### src/rtl/mod_counter_n.sv
// Parametrised modulo-N up/down counter with parallel load, wrap/saturate mode,
// a combinational terminal-count output for cascading and a sticky overflow flag.
module mod_counter_n #(
  parameter int unsigned      WIDTH     = 4,
  parameter longint unsigned  MOD       = 16,
  parameter bit               SATURATE  = 1'b0,
  parameter longint unsigned  RESET_VAL = 0
) (
  input  logic             clk,
  input  logic             reset,
  input  logic             en,
  input  logic             up,
  input  logic             load,
  input  logic [WIDTH-1:0] load_val,
  input  logic             ovf_clr,
  output logic [WIDTH-1:0] Q,
  output logic             upper,
  output logic             tc,
  output logic             ovf
);

  localparam logic [WIDTH-1:0] MAX_VAL  = WIDTH'(MOD - 1);
  localparam logic [WIDTH-1:0] HALF_VAL = WIDTH'(MOD / 2);
  localparam logic [WIDTH-1:0] INIT_VAL = WIDTH'(RESET_VAL);

  logic [WIDTH-1:0] q_q, q_d;
  logic             ovf_q, ovf_d;
  logic             at_term;
  logic             boundary;

  // The boundary event fires even when saturating, so a held count still flags it.
  always_comb begin
    at_term  = up ? (q_q == MAX_VAL) : (q_q == '0);
    boundary = en & ~load & ~reset & at_term;
  end

  always_comb begin
    q_d   = q_q;
    ovf_d = ovf_q;
    if (load) begin
      q_d = (load_val > MAX_VAL) ? MAX_VAL : load_val;
    end else if (en) begin
      if (at_term) begin
        if (!SATURATE) begin
          q_d = up ? '0 : MAX_VAL;
        end
      end else begin
        q_d = up ? (q_q + 1'b1) : (q_q - 1'b1);
      end
    end
    if (boundary) begin
      ovf_d = 1'b1;
    end else if (ovf_clr) begin
      ovf_d = 1'b0;
    end
  end

  always_ff @(posedge clk) begin
    if (reset) begin
      q_q   <= INIT_VAL;
      ovf_q <= 1'b0;
    end else begin
      q_q   <= q_d;
      ovf_q <= ovf_d;
    end
  end

  assign Q     = q_q;
  assign upper = (q_q >= HALF_VAL);
  assign tc    = boundary;
  assign ovf   = ovf_q;

endmodule

### config.mk
export PLATFORM = sky130hd
export DESIGN_NAME = mod_counter_n
export DESIGN_NICKNAME = d
export VERILOG_FILES = /design/src/rtl/mod_counter_n.sv
export SDC_FILE = /design/constraint.sdc
export NUM_CORES = 1
export LEC_CHECK = 0
export BUFFER_PORTS_ARGS = -buffer_cell sky130_fd_sc_hd__buf_2
export CAP_MARGIN = 20
export CELL_PAD_IN_SITES_DETAIL_PLACEMENT = 0
export CELL_PAD_IN_SITES_GLOBAL_PLACEMENT = 1
export CORE_AREA = 10 10 47 49
export DETAILED_ROUTE_END_ITERATION = 7
export DIE_AREA = 0 0 57 59
export PLACE_DENSITY_LB_ADDON = 0.1
export SYNTH_ARGS = -nofsm -noshare
export SYNTH_HDL_FRONTEND = slang
export SYNTH_SLANG_ARGS = --single-unit
export TNS_END_PERCENT = 30
### constraint.sdc
create_clock -name clk -period 2.74 [get_ports clk]
set_clock_uncertainty 0.1 [all_clocks]
set_input_delay 0.411 -clock clk [delete_from_list [all_inputs] [get_ports clk]]
set_output_delay 0.411 -clock clk [all_outputs]
set_load 0.02 [all_outputs]
# --- After elaboration in Yosys (flattened, before gate mapping) ---
# Cells that the tools add are included.
totals:
  register_bits: 5
  wordCells: 24
classes:
  magnitude_cmp: 2
  reduce_logical: 3
  n_mux: 9
  n_addsub: 2
  n_eq_ne: 1
  bitwise: 5
op_table:
  columns: ["operator", "n"]
  rows:
  - ["2-to-1 mux 4 bit", 6]
  - ["adder 4 x 1 -> 4 bit (second input constant)", 1]
  - ["== test 4 bit (second input constant)", 1]
  - ["greater-or-equal comparator 4 bit (second input constant)", 1]
  - ["> comparator 4 bit (second input constant)", 1]
  - ["zero test 4 bit", 1]
  - ["nonzero test 2 bit", 2]
  - ["subtractor 4 x 1 -> 4 bit (second input constant)", 1]
  - ["AND 1 bit", 3]
  - ["2-to-1 mux 1 bit", 3]
  - ["NOT 1 bit", 2]

# --- Depth between registers and ports, before layout ---
depth:
  depth_word: 5
  ltp_mapped: 6
  mapped_depth_nobuf: 6

# --- Worst setup path before layout ---
# No wires, ideal clock.
synth_path:
  path_kind: "input port to output port"
  startpoint: "input load"
  endpoint: "output tc"
  setup_slack_ns: 1.000
  n_path_buf: 1
  required_time_ns: 2.229
  cell_stages: 3
  t_arrival_ns: 1.229
  path_cell_list: "buf_2 or3b_4 a21oi_2"
synth_between:
  elab_chain_cells: 4
synth_rtl:
  columns: ["item", "line_no", "text"]
  rows:
  - ["from (decl)", "13", "input logic load,"]
  - ["NOT 1 bit", "34", "boundary = en & ~load & ~reset & at_term;"]
  - ["AND 1 bit (3 in a row)", "34", null]
  - ["to (decl)", "18", "output logic tc,"]
# Every way passes these cells.

# --- Worst setup path in the final report ---
layout_path:
  startpoint: "register q_q[0], in the netlist Q[0]"
  endpoint: "output tc"
layout_between:
  elab_chain_cells: 3
layout_rtl:
  columns: ["item", "line_no", "text"]
  rows:
  - ["from (decl)", "26", "logic [WIDTH-1:0] q_q, q_d;"]
  - ["from (signal assigned)", "63", "q_q <= q_d;"]
  - ["== test 4 bit / zero test 4 bit (equally long branches)", "33", "at_term = up ? (q_q == MAX_VAL) : (q_q == '0);"]
  - ["2-to-1 mux 1 bit (*)", "33", null]
  - ["AND 1 bit (*)", "34", null]
# Every way passes the cells marked *; elsewhere a longest branch is shown, timed or not.

==> run_summary.xml <==
<?xml version="1.0" encoding="UTF-8"?>
<metrics>
  <group name="floorplan">
    <metric name="die_area" unit="µm²">3360</metric>
    <metric name="num_rows" unit="">14</metric>
    <metric name="dieWidth" unit="µm">57</metric>
    <metric name="initial_core_util" unit="%">26.1</metric>
    <metric name="boundaryPins" unit="">17</metric>
    <metric name="core_area" unit="µm²">1400</metric>
    <metric name="chipHeight" unit="µm">59</metric>
  </group>
  <group name="sta">
    <metric name="setup_viol" unit="">0</metric>
    <metric name="timing.final.hold_violations" unit="">0</metric>
    <metric name="relSlewSlack" unit="%">81.4</metric>
    <metric name="grt_setup_unrepaired" unit="">no</metric>
    <metric name="period_minus_slack" unit="ns">2.02</metric>
    <metric name="slew_violations" unit="">0</metric>
    <metric name="min_period_over_period" unit="%">73.8</metric>
    <metric name="totalNegativeSetupSlack" unit="ns">0</metric>
    <metric name="max_slew.worst_pin.slew" unit="ns">0.279</metric>
    <metric name="maximum_clock_frequency" unit="MHz">495</metric>
  </group>
  <group name="clock_network">
    <metric name="tritoncts_clock_tree" unit="">built</metric>
    <metric name="total_setup_buffers_inserted_after_cts" unit="">0</metric>
    <metric name="clock_root_buffer" unit="">sky130_fd_sc_hd__clkbuf_4</metric>
    <metric name="clock_insertion_delay_worst_skew" unit="ns">0.24</metric>
    <metric name="number_of_cells_upsized_or_downsized_after_cts" unit="">0</metric>
    <metric name="htree_num_levels" unit="">1</metric>
    <metric name="cts.sinks" unit="">5</metric>
    <metric name="clock_path_buffers" unit="">2</metric>
    <metric name="cts_buffers" unit="">3</metric>
    <metric name="clock_transition_at_path_regs" unit="ns">0.04</metric>
    <metric name="cts_hold_buf" unit="">0</metric>
  </group>
  <group name="yosys">
    <metric name="ys_top_cells_by_area" unit="">sky130_fd_sc_hd__dfxtp_1 (27%), sky130_fd_sc_hd__a21oi_1 (8.2%), sky130_fd_sc_hd__xnor2_1 (7.2%), sky130_fd_sc_hd__ha_1 (6.8%), sky130_fd_sc_hd__nor2_1 (6.2%)</metric>
    <metric name="ys_dominant_reg_cell" unit="">sky130_fd_sc_hd__dfxtp_1</metric>
    <metric name="synth-seq-area-share" unit="%">27.4</metric>
    <metric name="post-synth-top-area-cell" unit="">sky130_fd_sc_hd__dfxtp_1</metric>
    <metric name="postSynthAreaPerCell" unit="µm²">8.30</metric>
    <metric name="post_synth_instance_area" unit="µm²">365</metric>
    <metric name="netlist_instances" unit="">44</metric>
    <metric name="synth-edff-count" unit="">0</metric>
    <metric name="yosys-top-cells-count" unit="">sky130_fd_sc_hd__a21oi_1 (6), sky130_fd_sc_hd__nor2_1 (6), sky130_fd_sc_hd__dfxtp_1 (5), sky130_fd_sc_hd__nor3b_1 (3), sky130_fd_sc_hd__xnor2_1 (3)</metric>
    <metric name="synth-seq-cells" unit="">5</metric>
    <metric name="synth.distinct_cells" unit="">21</metric>
    <metric name="synth_largest_type_area_fraction" unit="%">27.4</metric>
    <metric name="synth_nets" unit="">57</metric>
    <metric name="asyncSetResetFlopFracSynth" unit="%">0</metric>
    <metric name="synth-warning-count" unit="">0</metric>
  </group>
  <group name="drt">
    <metric name="vias" unit="">378</metric>
    <metric name="postRouteAntennaNets" unit="">0</metric>
    <metric name="drt_first_iter_violations" unit="">6</metric>
    <metric name="firstDrtPassIters" unit="">4</metric>
    <metric name="drt-total-wl" unit="µm">1030</metric>
    <metric name="viasPerCell" unit="">4.85</metric>
    <metric name="wl_cell" unit="µm">13.2</metric>
    <metric name="remaining_drc_errors" unit="">0</metric>
  </group>
  <group name="global_routing">
    <metric name="grt_start_max_net_pins" unit="">10</metric>
    <metric name="track_usage" unit="%">6.34</metric>
    <metric name="groute.layer.met3.usage" unit="%">4.51</metric>
    <metric name="grt.overflow.total" unit="">0</metric>
    <metric name="grt.busiest_layer" unit="">met2</metric>
    <metric name="first_global_vias" unit="">394</metric>
    <metric name="global_route.usage.met2" unit="%">9.77</metric>
    <metric name="groute.layer.met1.usage" unit="%">6.75</metric>
    <metric name="grt_antenna_before_repair" unit="">0</metric>
    <metric name="grt_first_pass_wirelength" unit="µm">1720</metric>
  </group>
  <group name="finish">
    <metric name="nets" unit="">76</metric>
    <metric name="number_of_diodes" unit="">0</metric>
    <metric name="flow.area_growth_from_synthesis" unit="%">32.2</metric>
    <metric name="share_of_final_layout_standard_cells_stronger_than_drive_strength_1" unit="%">37.1</metric>
    <metric name="finalInstanceArea" unit="µm²">483</metric>
  </group>
  <group name="worst_setup_path">
    <metric name="worst_ep_required_time" unit="ns">2.23</metric>
    <metric name="cp_max_stage_delay" unit="ns">0.47</metric>
    <metric name="critical_path.endpoint_type" unit="">output port</metric>
    <metric name="cpLargestDelayFamily" unit="">flip-flops</metric>
    <metric name="worst_ep_arrival_time" unit="ns">1.51</metric>
    <metric name="path_max_fanout" unit="">6</metric>
    <metric name="buf_inv_stages_crit_path" unit="">1</metric>
    <metric name="worstSetupStartpointType" unit="">register</metric>
    <metric name="timing.critical_path.cells" unit="">and3_2 -&gt; nand3_1 -&gt; a21oi_2 -&gt; buf_2</metric>
    <metric name="critical_path_slowest_stage_cell" unit="">sky130_fd_sc_hd__dfxtp_1</metric>
    <metric name="worst-setup-path-type" unit="">reg -&gt; out</metric>
  </group>
  <group name="placement">
    <metric name="port_buf_inserts" unit="">16</metric>
    <metric name="instance_area_after_placement" unit="µm²">457</metric>
    <metric name="place_congestion" unit="">0.675</metric>
    <metric name="hpwl" unit="µm">826</metric>
  </group>
  <group name="hold_path">
    <metric name="hold_path.class" unit="">in -&gt; reg</metric>
  </group>
  <group name="job">
    <metric name="cap_viol_max_count" unit="">0</metric>
  </group>
  <group name="power_and_ir_drop">
    <metric name="cellLeakagePower" unit="nW">0.244</metric>
    <metric name="ir_worst_vdd" unit="mV">0.293</metric>
    <metric name="pwr_density_cell" unit="nW/µm²">520</metric>
  </group>
  <group name="run_status">
    <metric name="run_status" unit="">completed</metric>
  </group>
</metrics>
[worst register-to-register path: cells and delay by family, from the launching register on]
kind | cells | cell delay, ns
DFF | 1 | 0.43
xor gates and xnor gates | 1 | 0.09
AOI/OAI and AO/OA | 3 | 0.68
adders and majority gates | 1 | 0.27
[metal layers]
layer / share of wire, % / wire (µm)
met2: 45 / 467
met3: 11 / 114
met5: 0 / 0
met4: 0 / 0
met1: 43 / 448
[sequential cells by signal (all words and copies together) (netlist names)]
signal and flops:
Q 4, ovf 1
[through the flow]
step | power, W | worst slack (ns) | cells | util, % | hold slack, ns
2_1_floorplan | 0.000142 | 1.00 | 44 | - | 0.383
3_3_place_gp | 0.000170 | 0.855 | 74 | 32.6 | 0.345
3_5_place_dp | 0.000167 | 0.856 | 74 | 32.6 | 0.336
4_1_cts | 0.000255 | 0.711 | 78 | 34.5 | 0.300
5_1_grt | 0.000275 | 0.616 | 78 | 34.5 | 0.319
6_report | 0.000251 | 0.719 | 78 | 34.5 | 0.300
[report_power, final]
part           internal, W  switching [W]
logic            0.0000352      0.0000412
registers        0.0000793     0.00000970
clock network    0.0000551      0.0000308
total             0.000170      0.0000817
[area by class of cell]
type,count,area (µm²)
Clock buffer,4,26.3
Sequential cell,5,100
Inverter,2,7.51
Timing Repair Buffer,16,80.1
Multi-Input combinational cell,35,249
Tap cell,16,20.0
Fill cell,161,918
[placed cells by master, fill, tap and decap left out, types with 3 or more instances in the layout]
master and n:
sky130_fd_sc_hd__a21oi_1 6, sky130_fd_sc_hd__clkbuf_4 3, sky130_fd_sc_hd__xnor2_1 3, sky130_fd_sc_hd__nor2_1 6, sky130_fd_sc_hd__buf_2 16, sky130_fd_sc_hd__nor3b_1 3
sky130_fd_sc_hd__dfxtp_1 5
[cell families after synthesis]
family,count (synthesis),synth area share [%]
simple gates,15,22.9
compound gates,13,23.3
flops,5,27.4
xor+xnor,4,9.59
buf+inv,4,4.45
fa+ha+maj,3,12.3
[path summary, 6_finish.rpt]
| kind | start | endpoint | slack, ns | cells after the start |
|---|---|---|---|---|
| min | load_val[0] | Q[0] | 0.30 | 3 |
| max reg2reg | Q[1] | Q[3] | 1.06 | 5 |
| max | Q[0] | tc | 0.72 | 4 |
| min reg2reg | ovf | ovf | 0.34 | 1 |
(Power assumes the default switching activity.)
